<file path="config.mk">
export PLATFORM = sky130hd
export DESIGN_NAME = icb_sram_ctrl_flat
export DESIGN_NICKNAME = d
export VERILOG_FILES = /design/src/rtl/icb_sram_ctrl_if.sv /design/src/rtl/icb_sram_ctrl.sv /design/src/flat_wrapper.sv
export SDC_FILE = /design/constraint.sdc
export NUM_CORES = 1
export LEC_CHECK = 0
export CAP_MARGIN = 0
export CELL_PAD_IN_SITES_DETAIL_PLACEMENT = 1
export CELL_PAD_IN_SITES_GLOBAL_PLACEMENT = 2
export CORE_ASPECT_RATIO = 1.5
export CORE_MARGIN = 10
export CORE_UTILIZATION = 19
export CTS_CLUSTER_SIZE = 40
export DETAILED_ROUTE_END_ITERATION = 6
export PLACE_DENSITY_LB_ADDON = 0.1
export SYNTH_ARGS = -nofsm -noshare
export SYNTH_HDL_FRONTEND = slang
export SYNTH_SLANG_ARGS = --single-unit
</file>
<file path="constraint.sdc">
create_clock -name clk -period 3.3 [get_ports clk]
set_clock_uncertainty 0.15 [all_clocks]
set_input_delay 0.33 -clock clk [delete_from_list [all_inputs] [get_ports clk]]
set_output_delay 0.33 -clock clk [all_outputs]
set_load 0.01 [all_outputs]
</file>
<file path="src/rtl/icb_sram_ctrl_if.sv">
// ICB command/response bus between the command buffer (master) and the SRAM controller (slave).
interface icb_sram_ctrl_if #(
  parameter int AW    = 32,
  parameter int DW    = 32,
  parameter int USR_W = 1
);
  logic             i_icb_cmd_valid;
  logic             i_icb_cmd_ready;
  logic             i_icb_cmd_read;
  logic [AW-1:0]    i_icb_cmd_addr;
  logic [DW-1:0]    i_icb_cmd_wdata;
  logic [DW/8-1:0]  i_icb_cmd_wmask;
  logic             i_icb_cmd_excl;
  logic [USR_W-1:0] i_icb_cmd_usr;

  logic             i_icb_rsp_valid;
  logic             i_icb_rsp_ready;
  logic             i_icb_rsp_err;
  logic             i_icb_rsp_excl_ok;
  logic [DW-1:0]    i_icb_rsp_rdata;
  logic [USR_W-1:0] i_icb_rsp_usr;

  modport master (
    output i_icb_cmd_valid, i_icb_cmd_read, i_icb_cmd_addr, i_icb_cmd_wdata,
           i_icb_cmd_wmask, i_icb_cmd_excl, i_icb_cmd_usr, i_icb_rsp_ready,
    input  i_icb_cmd_ready, i_icb_rsp_valid, i_icb_rsp_err, i_icb_rsp_excl_ok,
           i_icb_rsp_rdata, i_icb_rsp_usr
  );

  modport slave (
    input  i_icb_cmd_valid, i_icb_cmd_read, i_icb_cmd_addr, i_icb_cmd_wdata,
           i_icb_cmd_wmask, i_icb_cmd_excl, i_icb_cmd_usr, i_icb_rsp_ready,
    output i_icb_cmd_ready, i_icb_rsp_valid, i_icb_rsp_err, i_icb_rsp_excl_ok,
           i_icb_rsp_rdata, i_icb_rsp_usr
  );
endinterface

</file>
<file path="src/rtl/icb_sram_ctrl.sv">
// Single-outstanding ICB-to-SRAM bridge; define ICB_SRAM_RANGE_CHK_EN to error addresses beyond SRAM depth.
// IDLE: no response | RSP_LIVE: response, rdata from sram_dout | RSP_HELD: response stalled, rdata from hold reg
module icb_sram_ctrl #(
  parameter int AW      = 32,
  parameter int DW      = 32,
  parameter int SRAM_AW = 10,
  parameter int USR_W   = 1
) (
  input  logic               clk,
  input  logic               rst,
  icb_sram_ctrl_if.slave     icb,
  output logic               sram_cs,
  output logic               sram_we,
  output logic [DW/8-1:0]    sram_wem,
  output logic [SRAM_AW-1:0] sram_addr,
  output logic [DW-1:0]      sram_din,
  input  logic [DW-1:0]      sram_dout,
  output logic               sram_ctrl_active
);

  typedef enum logic [1:0] {
    IDLE     = 2'd0,
    RSP_LIVE = 2'd1,
    RSP_HELD = 2'd2
  } state_t;

  state_t           r_state;
  logic             r_read;
  logic             r_err;
  logic [USR_W-1:0] r_usr;
  logic [DW-1:0]    r_hold;

  logic             w_rsp_valid;
  logic             w_cmd_ready;
  logic             w_accept;
  logic             w_oor;
  logic             w_unused_bits;
  logic [DW-1:0]    w_live_rdata;

`ifdef ICB_SRAM_RANGE_CHK_EN
  assign w_oor         = |icb.i_icb_cmd_addr[AW-1:SRAM_AW+2];
  assign w_unused_bits = ^{icb.i_icb_cmd_addr[1:0], icb.i_icb_cmd_excl};
`else
  assign w_oor         = 1'b0;
  assign w_unused_bits = ^{icb.i_icb_cmd_addr[AW-1:SRAM_AW+2], icb.i_icb_cmd_addr[1:0],
                           icb.i_icb_cmd_excl};
`endif

  assign w_rsp_valid = (r_state != IDLE);
  assign w_cmd_ready = (r_state == IDLE) | (w_rsp_valid & icb.i_icb_rsp_ready);
  assign w_accept    = icb.i_icb_cmd_valid & w_cmd_ready;

  // Out-of-range commands are still accepted but never reach the SRAM.
  assign sram_cs   = w_accept & ~w_oor & ~rst;
  assign sram_we   = sram_cs & ~icb.i_icb_cmd_read;
  assign sram_wem  = sram_we ? icb.i_icb_cmd_wmask : '0;
  assign sram_addr = icb.i_icb_cmd_addr[SRAM_AW+1:2];
  assign sram_din  = icb.i_icb_cmd_wdata;

  assign w_live_rdata = (r_read & ~r_err) ? sram_dout : '0;

  assign icb.i_icb_cmd_ready   = w_cmd_ready;
  assign icb.i_icb_rsp_valid   = w_rsp_valid;
  assign icb.i_icb_rsp_err     = w_rsp_valid & r_err;
  assign icb.i_icb_rsp_excl_ok = 1'b0;
  assign icb.i_icb_rsp_usr     = r_usr;

  always_comb begin
    icb.i_icb_rsp_rdata = '0;
    case (r_state)
      RSP_LIVE: icb.i_icb_rsp_rdata = w_live_rdata;
      RSP_HELD: icb.i_icb_rsp_rdata = r_hold;
      default:  icb.i_icb_rsp_rdata = '0;
    endcase
  end

  assign sram_ctrl_active = icb.i_icb_cmd_valid | w_rsp_valid;

  always_ff @(posedge clk or posedge rst) begin
    if (rst) begin
      r_state <= IDLE;
      r_read  <= 1'b0;
      r_err   <= 1'b0;
      r_usr   <= '0;
      r_hold  <= '0;
    end else begin
      case (r_state)
        IDLE: begin
          if (w_accept) r_state <= RSP_LIVE;
        end
        RSP_LIVE: begin
          if (icb.i_icb_rsp_ready) begin
            r_state <= w_accept ? RSP_LIVE : IDLE;
          end else begin
            // sram_dout is only valid for one cycle, so freeze it here
            r_state <= RSP_HELD;
            r_hold  <= w_live_rdata;
          end
        end
        RSP_HELD: begin
          if (icb.i_icb_rsp_ready) r_state <= w_accept ? RSP_LIVE : IDLE;
        end
        default: r_state <= IDLE;
      endcase
      if (w_accept) begin
        r_read <= icb.i_icb_cmd_read;
        r_err  <= w_oor;
        r_usr  <= icb.i_icb_cmd_usr;
      end
    end
  end

endmodule

</file>
<file path="src/flat_wrapper.sv">
// flat-port wrapper written by rule: the top's interface ports become plain ports
module icb_sram_ctrl_flat 
#(
  parameter int AW      = 32,
  parameter int DW      = 32,
  parameter int SRAM_AW = 10,
  parameter int USR_W   = 1
)
  (clk, rst, sram_cs, sram_we, sram_wem, sram_addr, sram_din, sram_dout, sram_ctrl_active, icb_i_icb_cmd_valid, icb_i_icb_cmd_read, icb_i_icb_cmd_addr, icb_i_icb_cmd_wdata, icb_i_icb_cmd_wmask, icb_i_icb_cmd_excl, icb_i_icb_cmd_usr, icb_i_icb_rsp_ready, icb_i_icb_cmd_ready, icb_i_icb_rsp_valid, icb_i_icb_rsp_err, icb_i_icb_rsp_excl_ok, icb_i_icb_rsp_rdata, icb_i_icb_rsp_usr);
  icb_sram_ctrl_if #(.AW(AW), .DW(DW), .USR_W(USR_W)) icb_i ();
  input  logic clk;
  input  logic rst;
  output logic sram_cs;
  output logic sram_we;
  output logic [DW/8-1:0] sram_wem;
  output logic [SRAM_AW-1:0] sram_addr;
  output logic [DW-1:0] sram_din;
  input  logic [DW-1:0] sram_dout;
  output logic sram_ctrl_active;
  input wire logic [$bits(icb_i.i_icb_cmd_valid)-1:0] icb_i_icb_cmd_valid;
  input wire logic [$bits(icb_i.i_icb_cmd_read)-1:0] icb_i_icb_cmd_read;
  input wire logic [$bits(icb_i.i_icb_cmd_addr)-1:0] icb_i_icb_cmd_addr;
  input wire logic [$bits(icb_i.i_icb_cmd_wdata)-1:0] icb_i_icb_cmd_wdata;
  input wire logic [$bits(icb_i.i_icb_cmd_wmask)-1:0] icb_i_icb_cmd_wmask;
  input wire logic [$bits(icb_i.i_icb_cmd_excl)-1:0] icb_i_icb_cmd_excl;
  input wire logic [$bits(icb_i.i_icb_cmd_usr)-1:0] icb_i_icb_cmd_usr;
  input wire logic [$bits(icb_i.i_icb_rsp_ready)-1:0] icb_i_icb_rsp_ready;
  output wire logic [$bits(icb_i.i_icb_cmd_ready)-1:0] icb_i_icb_cmd_ready;
  output wire logic [$bits(icb_i.i_icb_rsp_valid)-1:0] icb_i_icb_rsp_valid;
  output wire logic [$bits(icb_i.i_icb_rsp_err)-1:0] icb_i_icb_rsp_err;
  output wire logic [$bits(icb_i.i_icb_rsp_excl_ok)-1:0] icb_i_icb_rsp_excl_ok;
  output wire logic [$bits(icb_i.i_icb_rsp_rdata)-1:0] icb_i_icb_rsp_rdata;
  output wire logic [$bits(icb_i.i_icb_rsp_usr)-1:0] icb_i_icb_rsp_usr;
  assign icb_i.i_icb_cmd_valid = icb_i_icb_cmd_valid;
  assign icb_i.i_icb_cmd_read = icb_i_icb_cmd_read;
  assign icb_i.i_icb_cmd_addr = icb_i_icb_cmd_addr;
  assign icb_i.i_icb_cmd_wdata = icb_i_icb_cmd_wdata;
  assign icb_i.i_icb_cmd_wmask = icb_i_icb_cmd_wmask;
  assign icb_i.i_icb_cmd_excl = icb_i_icb_cmd_excl;
  assign icb_i.i_icb_cmd_usr = icb_i_icb_cmd_usr;
  assign icb_i.i_icb_rsp_ready = icb_i_icb_rsp_ready;
  assign icb_i_icb_cmd_ready = icb_i.i_icb_cmd_ready;
  assign icb_i_icb_rsp_valid = icb_i.i_icb_rsp_valid;
  assign icb_i_icb_rsp_err = icb_i.i_icb_rsp_err;
  assign icb_i_icb_rsp_excl_ok = icb_i.i_icb_rsp_excl_ok;
  assign icb_i_icb_rsp_rdata = icb_i.i_icb_rsp_rdata;
  assign icb_i_icb_rsp_usr = icb_i.i_icb_rsp_usr;
  icb_sram_ctrl #(.AW(AW), .DW(DW), .SRAM_AW(SRAM_AW), .USR_W(USR_W)) u_core (.clk(clk), .rst(rst), .icb(icb_i), .sram_cs(sram_cs), .sram_we(sram_we), .sram_wem(sram_wem), .sram_addr(sram_addr), .sram_din(sram_din), .sram_dout(sram_dout), .sram_ctrl_active(sram_ctrl_active));
endmodule
</file>
==> run summary <==
Place WS: 0.670 ns
Final core utilization: 25.1%
Reg clk slew, reported paths: 0.06 ns
WL/cell: 16.7 µm
CTS Buffer Depth: 2
Max Cap Viol: 0
Gpl congestion: 0.650
First-pass GRT wire length: 13.2 mm
PortBufs: 83
Fmax: 345 MHz
Slew @ Worst Pin: 0.677 ns
Top FF cell, synth: dfrtp_1
Synthesis-to-finish area growth: 30.4%
Clock Tree Root: clkbuf_16
Crit path max fanout: 20
Die Y: 163 µm
Drt drc: 0
Setup TNS Final: 0 ns
Post_cts resized: 0
Sink Count: 36
Post-synth EDFFs: 0
Routed wire length: 8.19 mm
Post-route minimum period: 2.90 ns
Final setup fails: 0
Crit path kind: flop to output port
Fin. max-slew vios: 0
Min-delay worst type: input pin to asynchronous set/reset pin
IO Count: 193
Ys Warns: 0
GRT Util Overall: 9.06%
FP Rows: 52
Yosys cell types: 26
Starting density of the core: 19.3%
Initial drt markers: 52
Die X: 115 µm
CP Capture Type: output port
Nets: 438
Drt first pass iters: 4
HPWL after DPL: 6.02 mm
Largest net degree at the start of global routing: 34
Slowest stage cell, crit path: clkdlybuf4s50_1
Initial antenna violation count: 0
Via Count: 2032
Layout cells sized above 1: 15.9%
Leak Pwr: 1.26 nW
Vias in the first global route: 2347
Post-route setup slack: 0.399 ns
Syn_area_per_cell: 8.89 µm²
WP data required: 2.82 ns
Hold Vio Cnt, Final: 0
Synth Instances: 292
Core Box Area: 0.0135 mm²
Critical path's largest stage delay: 0.55 ns
CP Data Arrival Time: 2.42 ns
PwrDens: 801 mW/mm²
Startpoint types: flop
Vias/cell: 4.15
DRT antenna net count: 0
Outcome: completed
CTS tree: built
Total CTS buffers: 5
Critical-path cell list: inv_1 > ha_1 > and2_4 > buf_4 > a22oi_2 > nor2b_1 > clkdlybuf4s50_1
Full die area: 0.0188 mm²
Final worst path period share: 87.9%
Cell Area, Synth: 0.00260 mm²
Setup bufs post-CTS: 0
Ys async rst share: 100%
Post-CTS Hold Buffers: 0
RSZ-0062 raised after global routing: no
Seq/Total Area, Yosys: 34.7%
Relative slew slack: 54.6%
Worst skew pair latency: 0.28 ns
FF+latch count, synth: 36
Htree depth: 2
Antenna diodes: 0
Grt total ovfl: 0
VDD IR max: 0.196 mV
[worst paths after layout]
check | from | end | slack [ns] | cells after the start
max in group asynchronous | rst | u_core.r_hold[2] | 2.00 | 3
worst min-delay path | rst | u_core.icb.i_icb_rsp_usr | 0.31 | 2
worst min register to register | u_core.icb.i_icb_rsp_usr | u_core.icb.i_icb_rsp_usr | 0.35 | 1
min in group clk | u_core.icb.i_icb_rsp_usr | u_core.icb.i_icb_rsp_usr | 0.35 | 1
worst max-delay path | u_core.r_state[1] | icb_i_icb_rsp_rdata[3] | 0.40 | 7
worst max register to register | u_core.r_state[1] | u_core.r_hold[30] | 1.48 | 5
[cell usage after synthesis, types with 3 or more instances]
cell | number | share of area [%]
and2_1 | 4 | 0.96
o21ai_1 | 33 | 6.4
ha_1 | 4 | 1.9
a22oi_2 | 30 | 14
buf_2 | 3 | 0.58
dfrtp_1 | 36 | 35
nor2b_1 | 32 | 7.7
buf_4 | 51 | 15
inv_1 | 6 | 0.87
nand2_1 | 64 | 9.3
buf_8 | 3 | 1.7
clkbuf_1 | 7 | 1.0
[per-stage QoR]
stage	area [µm²]	hold slack, ns	instances	total power, mW
after detailed placement	3220	0.343	482	2.23
final	3390	0.306	490	2.71
after global routing	3390	0.363	490	2.97
after floorplan	2600	0.306	293	1.75
after CTS	3390	0.337	490	2.81
after global placement	3220	0.328	482	2.22
[placed cells by master, fill, tap and decap left out, types with 2 or more instances in the layout]
| cell | netlist | routed |
|---|---|---|
| o21ai_1 | 33 | 33 |
| mux2_1 | 2 | 2 |
| nand2_1 | 64 | 64 |
| a22oi_2 | 30 | 30 |
| nor2b_1 | 32 | 32 |
| clkdlybuf4s50_1 | 0 | 83 |
| conb_1 | 1 | 2 |
| and2_1 | 4 | 4 |
| buf_4 | 51 | 10 |
| o21ai_0 | 2 | 2 |
| a22oi_1 | 2 | 2 |
| clkbuf_16 | 0 | 5 |
| dfrtp_1 | 36 | 36 |
| inv_1 | 6 | 5 |
| ha_1 | 4 | 3 |
[cells by family (layout without fill, tap and decap cells)]
group | after synthesis | in the layout | share of synthesized area, %
simple gates | 107 | 107 | 19.7
buf+inv | 72 | 107 | 19.8
compound gates | 70 | 70 | 22.8
flops | 36 | 36 | 34.7
fa+ha+maj | 4 | 4 | 1.93
mux | 2 | 2 | 0.867
other cells | 1 | 2 | 0.144
[area by class of cell]
class	count	area (µm²)
clock buffers	6	129
clock inverters	2	35.0
fillers	1553	10100
inverters	6	22.5
multi-input cells	185	1190
flip-flops and latches	36	901
well taps	162	203
repair buffers	93	906
[layer usage]
metal | up-vias | track usage, % | wire, µm
met4 | 0 | 4.39 | 162
met5 | - | 0 | 0
li1 | 988 | - | -
met2 | 64 | 16.2 | 4380
met3 | 17 | 2.86 | 541
met1 | 963 | 9.22 | 3110
[critical path, delay by kind of cell, from the launching register on]
family	cells	cell delay [ns]
buf+inv	3	0.90
simple gates	2	0.52
flops	1	0.42
fa+ha+maj	1	0.21
compound gates	1	0.07
[where the power goes]
part           internal (mW)  total (mW)  switching (mW)
sequential             0.632       0.764           0.132
clock                  0.356       0.550           0.194
combinational          0.657        1.40           0.741
[state kept, by name (all words and copies together) (netlist names)]
signal / cells
u_core.r_hold: 32
u_core.r_state: 2
u_core.icb.i_icb_rsp_usr: 1
u_core.r_read: 1
Power figures use the tool's default switching activity.
